**config.mk**
```make
export PLATFORM = sky130hd
export DESIGN_NAME = i_decode
export DESIGN_NICKNAME = d
export VERILOG_FILES = /design/src/rtl/mips_pkg.sv /design/src/rtl/i_decode_if.sv /design/src/rtl/i_decode_reg_file.sv /design/src/rtl/i_decode.sv
export SDC_FILE = /design/constraint.sdc
export NUM_CORES = 2
export LEC_CHECK = 0
export BUFFER_PORTS_ARGS = -buffer_cell sky130_fd_sc_hd__buf_2
export CORE_UTILIZATION = 55
export CTS_CLUSTER_DIAMETER = 30
export CTS_CLUSTER_SIZE = 30
export DETAILED_ROUTE_END_ITERATION = 7
export GPL_ROUTABILITY_DRIVEN = 0
export PLACE_DENSITY = 0.74
export SETUP_SLACK_MARGIN = 0.05
export SYNTH_ARGS = -nofsm -noshare
export SYNTH_HDL_FRONTEND = slang
export SYNTH_HIERARCHICAL = 1
export SYNTH_SLANG_ARGS = --single-unit
```
**constraint.sdc**
```tcl
create_clock -name clk -period 28.8 [get_ports clk]
set_input_delay 1.44 -clock clk [delete_from_list [all_inputs] [get_ports clk]]
set_output_delay 1.44 -clock clk [all_outputs]
set_load 0.02 [all_outputs]
```
**src/rtl/mips_pkg.sv**
```systemverilog
// Shared MIPS pipeline definitions: opcodes, ALUOp encodings and control-bundle widths.
package mips_pkg;

    typedef enum logic [5:0] {
        OP_RTYPE = 6'h00,
        OP_BEQ   = 6'h04,
        OP_LW    = 6'h23,
        OP_SW    = 6'h2B
    } opcode_e;

    localparam logic [1:0] ALUOP_MEM   = 2'b00;
    localparam logic [1:0] ALUOP_BEQ   = 2'b01;
    localparam logic [1:0] ALUOP_RTYPE = 2'b10;

    localparam int unsigned WB_W = 2;
    localparam int unsigned M_W  = 3;
    localparam int unsigned EX_W = 4;

endpackage

```
**src/rtl/i_decode_if.sv**
```systemverilog
// Register-file bus between the decode stage (master) and the register file (slave).
interface i_decode_if #(
    parameter int unsigned DW = 32
);
    logic          we;
    logic [4:0]    waddr;
    logic [DW-1:0] wdata;
    logic [4:0]    raddr1;
    logic [4:0]    raddr2;
    logic [DW-1:0] rdata1;
    logic [DW-1:0] rdata2;

    modport master (output we, waddr, wdata, raddr1, raddr2, input rdata1, rdata2);
    modport slave  (input we, waddr, wdata, raddr1, raddr2, output rdata1, rdata2);
endinterface

```
**src/rtl/i_decode_reg_file.sv**
```systemverilog
// 32-entry register file: two async read ports, one sync write port, $0 hardwired to zero.
// Optional macro ID_WB_BYPASS_EN forwards a same-cycle write onto the read ports.
module reg_file
    import mips_pkg::*;
#(
    parameter int unsigned NREG = 32,
    parameter int unsigned DW   = 32
)(
    input logic       clk,
    input logic       rst,
    i_decode_if.slave rf
);

    logic [DW-1:0] regs_q [NREG];

    always_ff @(posedge clk or posedge rst) begin
        if (rst) begin
            regs_q <= '{default: '0};
        end else if (rf.we && rf.waddr != '0) begin
            regs_q[rf.waddr] <= rf.wdata;
        end
    end

    always_comb begin
        rf.rdata1 = (rf.raddr1 == '0) ? '0 : regs_q[rf.raddr1];
        rf.rdata2 = (rf.raddr2 == '0) ? '0 : regs_q[rf.raddr2];
`ifdef ID_WB_BYPASS_EN
        // Write-before-read: the in-flight write-back value wins over the stored one.
        if (rf.we && rf.waddr != '0 && rf.waddr == rf.raddr1) rf.rdata1 = rf.wdata;
        if (rf.we && rf.waddr != '0 && rf.waddr == rf.raddr2) rf.rdata2 = rf.wdata;
`endif
    end

endmodule

```
**src/rtl/i_decode.sv**
```systemverilog
// MIPS instruction-decode stage: control decode, register read, sign extension and ID/EX register.
// Optional macro ID_WB_BYPASS_EN (in reg_file) enables write-back to read-port bypass.
module i_decode
    import mips_pkg::*;
#(
    parameter int unsigned NREG = 32,
    parameter int unsigned DW   = 32
)(
    input  logic            clk,
    input  logic            rst,
    input  logic [31:0]     IF_ID_instr,
    input  logic [DW-1:0]   IF_ID_npc,
    input  logic            EX_MEM_PCSrc,
    input  logic            MEM_WB_RegWrite,
    input  logic [4:0]      MEM_WB_Writereg,
    input  logic [DW-1:0]   WB_mux5_writedata,
    output logic [WB_W-1:0] ID_EX_wb,
    output logic [M_W-1:0]  ID_EX_m,
    output logic [EX_W-1:0] ID_EX_ex,
    output logic [DW-1:0]   ID_EX_npc,
    output logic [DW-1:0]   ID_EX_readdat1,
    output logic [DW-1:0]   ID_EX_readdat2,
    output logic [DW-1:0]   ID_EX_sign_ext,
    output logic [4:0]      ID_EX_instr_2016,
    output logic [4:0]      ID_EX_instr_1511
);

    i_decode_if #(.DW(DW)) rf_bus ();

    assign rf_bus.we     = MEM_WB_RegWrite;
    assign rf_bus.waddr  = MEM_WB_Writereg;
    assign rf_bus.wdata  = WB_mux5_writedata;
    assign rf_bus.raddr1 = IF_ID_instr[25:21];
    assign rf_bus.raddr2 = IF_ID_instr[20:16];

    reg_file #(.NREG(NREG), .DW(DW)) u_reg_file (
        .clk (clk),
        .rst (rst),
        .rf  (rf_bus)
    );

    logic [WB_W-1:0] wb_d, wb_q;
    logic [M_W-1:0]  m_d,  m_q;
    logic [EX_W-1:0] ex_d, ex_q;
    logic [DW-1:0]   sign_ext_d;

    // Flush only kills control; data fields still load and are don't-care downstream.
    always_comb begin
        wb_d = '0;
        m_d  = '0;
        ex_d = '0;
        if (!EX_MEM_PCSrc) begin
            case (IF_ID_instr[31:26])
                OP_RTYPE: begin wb_d = 2'b10; m_d = 3'b000; ex_d = {1'b1, ALUOP_RTYPE, 1'b0}; end
                OP_LW:    begin wb_d = 2'b11; m_d = 3'b010; ex_d = {1'b0, ALUOP_MEM,   1'b1}; end
                OP_SW:    begin wb_d = 2'b00; m_d = 3'b001; ex_d = {1'b0, ALUOP_MEM,   1'b1}; end
                OP_BEQ:   begin wb_d = 2'b00; m_d = 3'b100; ex_d = {1'b0, ALUOP_BEQ,   1'b0}; end
                default:  begin wb_d = '0;    m_d = '0;     ex_d = '0;                       end
            endcase
        end
    end

    assign sign_ext_d = {{(DW-16){IF_ID_instr[15]}}, IF_ID_instr[15:0]};

    logic [DW-1:0] npc_q, rd1_q, rd2_q, se_q;
    logic [4:0]    rt_q, rd_q;

    always_ff @(posedge clk or posedge rst) begin
        if (rst) begin
            wb_q  <= '0;
            m_q   <= '0;
            ex_q  <= '0;
            npc_q <= '0;
            rd1_q <= '0;
            rd2_q <= '0;
            se_q  <= '0;
            rt_q  <= '0;
            rd_q  <= '0;
        end else begin
            wb_q  <= wb_d;
            m_q   <= m_d;
            ex_q  <= ex_d;
            npc_q <= IF_ID_npc;
            rd1_q <= rf_bus.rdata1;
            rd2_q <= rf_bus.rdata2;
            se_q  <= sign_ext_d;
            rt_q  <= IF_ID_instr[20:16];
            rd_q  <= IF_ID_instr[15:11];
        end
    end

    assign ID_EX_wb         = wb_q;
    assign ID_EX_m          = m_q;
    assign ID_EX_ex         = ex_q;
    assign ID_EX_npc        = npc_q;
    assign ID_EX_readdat1   = rd1_q;
    assign ID_EX_readdat2   = rd2_q;
    assign ID_EX_sign_ext   = se_q;
    assign ID_EX_instr_2016 = rt_q;
    assign ID_EX_instr_1511 = rd_q;

endmodule

```
* After elaboration in Yosys (flattened, before gate mapping)
Cells that the tools add are included.
Operators by class: bitwise gates (word level) 3, reductions and logical operators 7, magnitude comparators 4, equality and inequality tests 3, muxes and demuxes 17
Operator list (number):
- $bwmux 1024 | 1
- $bmux 32 s5 | 2
- $mux 32 | 7
- $demux 32 s5 | 1
- $ge 6x6->1 const B | 3
- $not 5->6 | 3
- $eq 6x6->1 const B | 2
- $pmux 4 s3 | 1
- $logic_not 5->1 | 2
- $pmux 3 s3 | 1
- $eq 6x3->1 const B | 1
- $logic_not 6->1 | 1
- $lt 6x1->1 const B | 1
- $reduce_bool 5->1 | 1
- $mux 4 | 1
- $pmux 2 s2 | 1
- $mux 3 | 1
- $logic_and 1x1->1 | 2
- $mux 2 | 1
- $reduce_or 2->1 | 1
Word-level totals: flip-flop bits (word level) 1155, output and inout port bits 147

* Logic depth before layout (Yosys ltp)
depth in word-level cells 6, mapped depth 9, mapped depth without buffers 4

* Hierarchy
Netlist, hierarchy kept.
By module, submodules not included:
- reg_file | cells each 3692, instances 1, area an instance 54711.2 um2
- i_decode | cells each 160, instances 1, area an instance 3353.2 um2

* Worst setup path before layout
OpenSTA, ideal clock, no wires.
kind input to register, from input IF_ID_instr[21], to register rd1_q[12], in the netlist ID_EX_readdat1[12], data arrival time 2.952 ns, slack 25.712 ns, library setup time 0.136 ns, stages 7, buffers on the path 3, cells stage by stage buf_6 > buf_8 > buf_2 > mux4_2 > a22o_1 > a211oi_1 > nor3_1
Between the ends: longest elaborated chain between the ends 5
RTL lines:
- start, declared | line i_decode.sv:11 | input logic [31:0] IF_ID_instr,
- $not 5->6 (implied by the code) | line i_decode_reg_file.sv:25 | rf.rdata1 = (rf.raddr1 == '0) ? '0 : regs_q[rf.raddr1];
- $bmux 32 s5 | line i_decode_reg_file.sv:25
- $mux 32 (implied by the code) (2 in series) | line i_decode_reg_file.sv:25
- $mux 32 (*) | line i_decode_reg_file.sv:25
- via rf_bus.rdata1[12] | line i_decode_if.sv:10 | logic [DW-1:0] rdata1;
- end signal, assigned | line i_decode.sv:84 | rd1_q <= rf_bus.rdata1;
- end, declared | line i_decode.sv:65 | logic [DW-1:0] npc_q, rd1_q, rd2_q, se_q;
Mark *: on every way through the listed nets, which the timed path passes. The rest lies on a longest branch. The select of a mux whose other input is x is not followed. A chain may end at the register's enable or synchronous reset.

* Final worst setup path
from input IF_ID_instr[17], to register rd2_q[27], in the netlist ID_EX_readdat2[27]
Between the ends: longest elaborated chain between the ends 5
RTL lines:
- $not 5->6 (implied by the code) | line i_decode_reg_file.sv:26 | rf.rdata2 = (rf.raddr2 == '0) ? '0 : regs_q[rf.raddr2];
- $bmux 32 s5 | line i_decode_reg_file.sv:26
- $mux 32 (implied by the code) (2 in series) | line i_decode_reg_file.sv:26
- $mux 32 (*) | line i_decode_reg_file.sv:26
- via rf_bus.rdata2[27] | line i_decode_if.sv:11 | logic [DW-1:0] rdata2;
- end signal, assigned | line i_decode.sv:85 | rd2_q <= rf_bus.rdata2;
- end, declared | line i_decode.sv:65
Marks and branches as above.

==> impl_metrics.ini <==
[run_status]
run_status = complete, but fails checks
violations = max-capacitance violations, max-slew violations

[pwr]
vdd_drop_max_mv = 0.0601
power_density_nw_per_um2 = 84.1
cellLeakagePower_uw = 0.0299

[setup_path]
cp-end-kind = flip-flop
cp_common_cell = buf_4
critical_path_class = in -> reg
slowest_delay_ns = 0.89
cp-start-kind = input port
crit_fanout = 78
cp_slowest_cell = buf_4
crit_required_ns = 29.46
worstPathCellList = buf_8, buf_4, buf_4, buf_4, and2_2, buf_4, a22oi_1, a21oi_1, nor3_1
cp.arrival_ns = 6.43

[detailed_routing]
via_per_inst = 7.03
routed_wl_um = 185000
drc = 0
wl_per_cell_um = 33.4
ant_nets = 0
via_count = 38983
dr.pass1.iters = 5
dr.first_iter.drc_count = 4439

[global_routing]
grt.overflow.total = 0
grt_use_total_pct = 35.0
antenna_found_initial = 13
grt_start_max_net_pins = 153
grt_pass1_wl_um = 272000
grt_pass1_vias = 39418

[floorplan]
die_y_um = 327
rows = 118
initial_core_util_pct = 55.8
ios = 252
core_um2 = 104000
fp.dieW_um = 327
die-area_um2 = 107000

[min_path]
holdCritPathClass = reg -> reg

[synthesis]
ys_warn_count = 6
synth_cell_types = 49
synthCells = 3852
synth_seq_cells = 1148
synth-main-ff-cell = dfrtp_1
synth_top_cell_by_area = dfrtp_1
postSynthAreaPerCell_um2 = 15.1
synth_area_um2 = 58100
synth-edff-count = 0
synth_seq_area_share_pct = 49.5
yosys-top-cells-area = dfrtp_1, mux2_2, mux4_2
synth_top_area_share_pct = 49.5
synth_nets = 3957
async_flop_share_pct = 100

[final_layout]
post-route-util_pct = 64.9
multi_input_area_um2 = 27200
fillers = 7271
regArea_um2 = 28700
drive_gt1_share_pct = 53.5
fin_nets = 4067
syn_to_final_growth_pct = 16.3

[placement]
dp_hpwl_um = 98100
place.port_buffers = 251

[clocking]
post_cts_buffers = 0
clk_latency_ns = 0.82
ctsHoldBuffers = 0
clock_sinks = 1148
cts_resized = 0
cts_tree = yes
clk_pin_slew_ns = 0.05
cts.path.max_buffers = 3
clock-root-buffer = clkbuf_16
h-tree-depth = 4
cts_made_buffers = 218

[timing]
maxSlewViolCount = 1
rsz0062_at_grt = no
report.final.hold_viol_count = 0
slew_headroom_pct = -1.14
fmax_mhz = 173
tightest_slew_ns = 1.48
setup_violations = 0
skew_ns = 0.0297
period_needed_ns = 5.77
fin_setup_tns_ns = 0
fin_crit_sh_pct = 20.0

[run]
maxCapViolations = 1
==> registers in the layout, indices dropped and copies added (netlist names) <==
register,cells
u_reg_file/regs_q,1024
ID_EX_npc,32
ID_EX_readdat1,32
ID_EX_readdat2,32
ID_EX_sign_ext,11
ID_EX_instr_1511,5
ID_EX_instr_2016,5
ID_EX_ex,3
ID_EX_m,3
ID_EX_wb,1
==> layout make-up <==
cell class / instances / area share [%]
Antenna cell: 8 / 0.0297
Clock buffer: 245 / 8.44
Clock inverter: 168 / 3.15
Inverter: 5 / 0.0408
Multi-Input combinational cell: 2249 / 40.3
Sequential cell: 1148 / 42.5
Tap cell: 1380 / 2.56
Timing Repair Buffer: 340 / 2.96
==> per-stage QoR <==
| stage | hold WS [ns] | worst slack, ns | power (µW) | cells | cell area [µm²] |
|---|---|---|---|---|---|
| after detailed placement | 0.384 | 22.24 | 3000 | 5122 | 59700 |
| after CTS | 0.396 | 23.02 | 5680 | 5535 | 67500 |
| after global routing | 0.406 | 22.71 | 5860 | 5537 | 67500 |
| final | 0.396 | 23.03 | 5680 | 5543 | 67500 |
| after floorplan | 0.441 | 13.25 | 2770 | 3852 | 58100 |
| after global placement | 0.383 | 22.29 | 2970 | 5122 | 59700 |
==> placed cells by master, fill, tap and decap left out, types with 29 or more instances in the layout <==
master        n
a2111oi_0    29
a211oi_1     37
a21oi_1      44
a22o_1       42
a22oi_1      77
buf_2       244
buf_4        88
clkbuf_16   218
dfrtp_1    1148
inv_6        44
mux2_2     1037
mux2i_1     271
mux4_2      397
nor2b_1      38
nor3_1       34
o22ai_1      40
==> path summary, 6_finish.rpt <==
| path | cells after the start | end | slack [ns] | start |
|---|---|---|---|---|
| min in group asynchronous | 2 | u_reg_file/regs_q[760] | 0.81 | rst |
| max in group asynchronous | 6 | u_reg_file/regs_q[752] | 24.05 | rst |
| hold / removal | 0 | u_reg_file/regs_q[998] | 0.40 | u_reg_file/regs_q[998] |
| setup reg to reg | 4 | ID_EX_readdat1[5] | 26.18 | u_reg_file/regs_q[645] |
| setup / recovery | 9 | ID_EX_readdat2[27] | 23.03 | IF_ID_instr[17] |
| hold reg to reg | 0 | u_reg_file/regs_q[998] | 0.40 | u_reg_file/regs_q[998] |
==> synth_stat cells, types with 3 or more instances <==
library cell and number:
a2111oi_0 29, a2111oi_1 3, a211oi_1 37, a21oi_1 44, a221oi_1 3, a22o_1 42
a22oi_1 77, a311oi_1 8, a31oi_1 4, and2_1 19, buf_1 47, buf_12 5
buf_2 86, buf_4 46, buf_6 31, buf_8 6, clkbuf_1 228, dfrtp_1 1148
inv_1 4, mux2_2 1037, mux2i_1 271, mux4_2 397, nand2_1 41, nand3_1 13
nand3b_1 6, nor2_1 24, nor2b_1 42, nor3_1 34, nor3b_1 4, nor4_1 16
nor4b_1 3, o221ai_1 21, o22ai_1 40, o32ai_1 16
==> layer usage <==
metal | routed length [µm] | track usage [%] | vias up
li1 | - | - | 15091
met5 | 93 | 0 | -
met4 | 9010 | 16.4 | 14
met3 | 21600 | 10.3 | 573
met1 | 72500 | 48.3 | 20654
met2 | 81900 | 51.1 | 2651
==> critical path, delay by kind of cell <==
family | cells | cell delay (ns)
buffers and inverters | 5 | 3.59
AND/OR/NAND/NOR | 2 | 0.86
AO/OA/AOI/OAI | 2 | 0.37
==> power breakdown <==
group / leakage [µW] / total, µW / switching [µW] / internal, µW
logic: 0.0115 / 865 / 365 / 500
registers: 0.0146 / 2140 / 235 / 1910
clock network: 0.00378 / 2670 / 959 / 1710
total: 0.0299 / 5680 / 1560 / 4120
==> cell families (layout without fill, tap and decap cells) <==
kind of cell	Yosys count	after routing	synth area share, %
DFF	1148	1148	49.5
AOI/OAI and AO/OA	327	327	4.22
other	0	8	0
and+or+nand+nor	217	217	2.04
buffers and inverters	455	758	4.09
muxes	1705	1705	40.2
No activity file was read; power rests on OpenSTA's default activity.
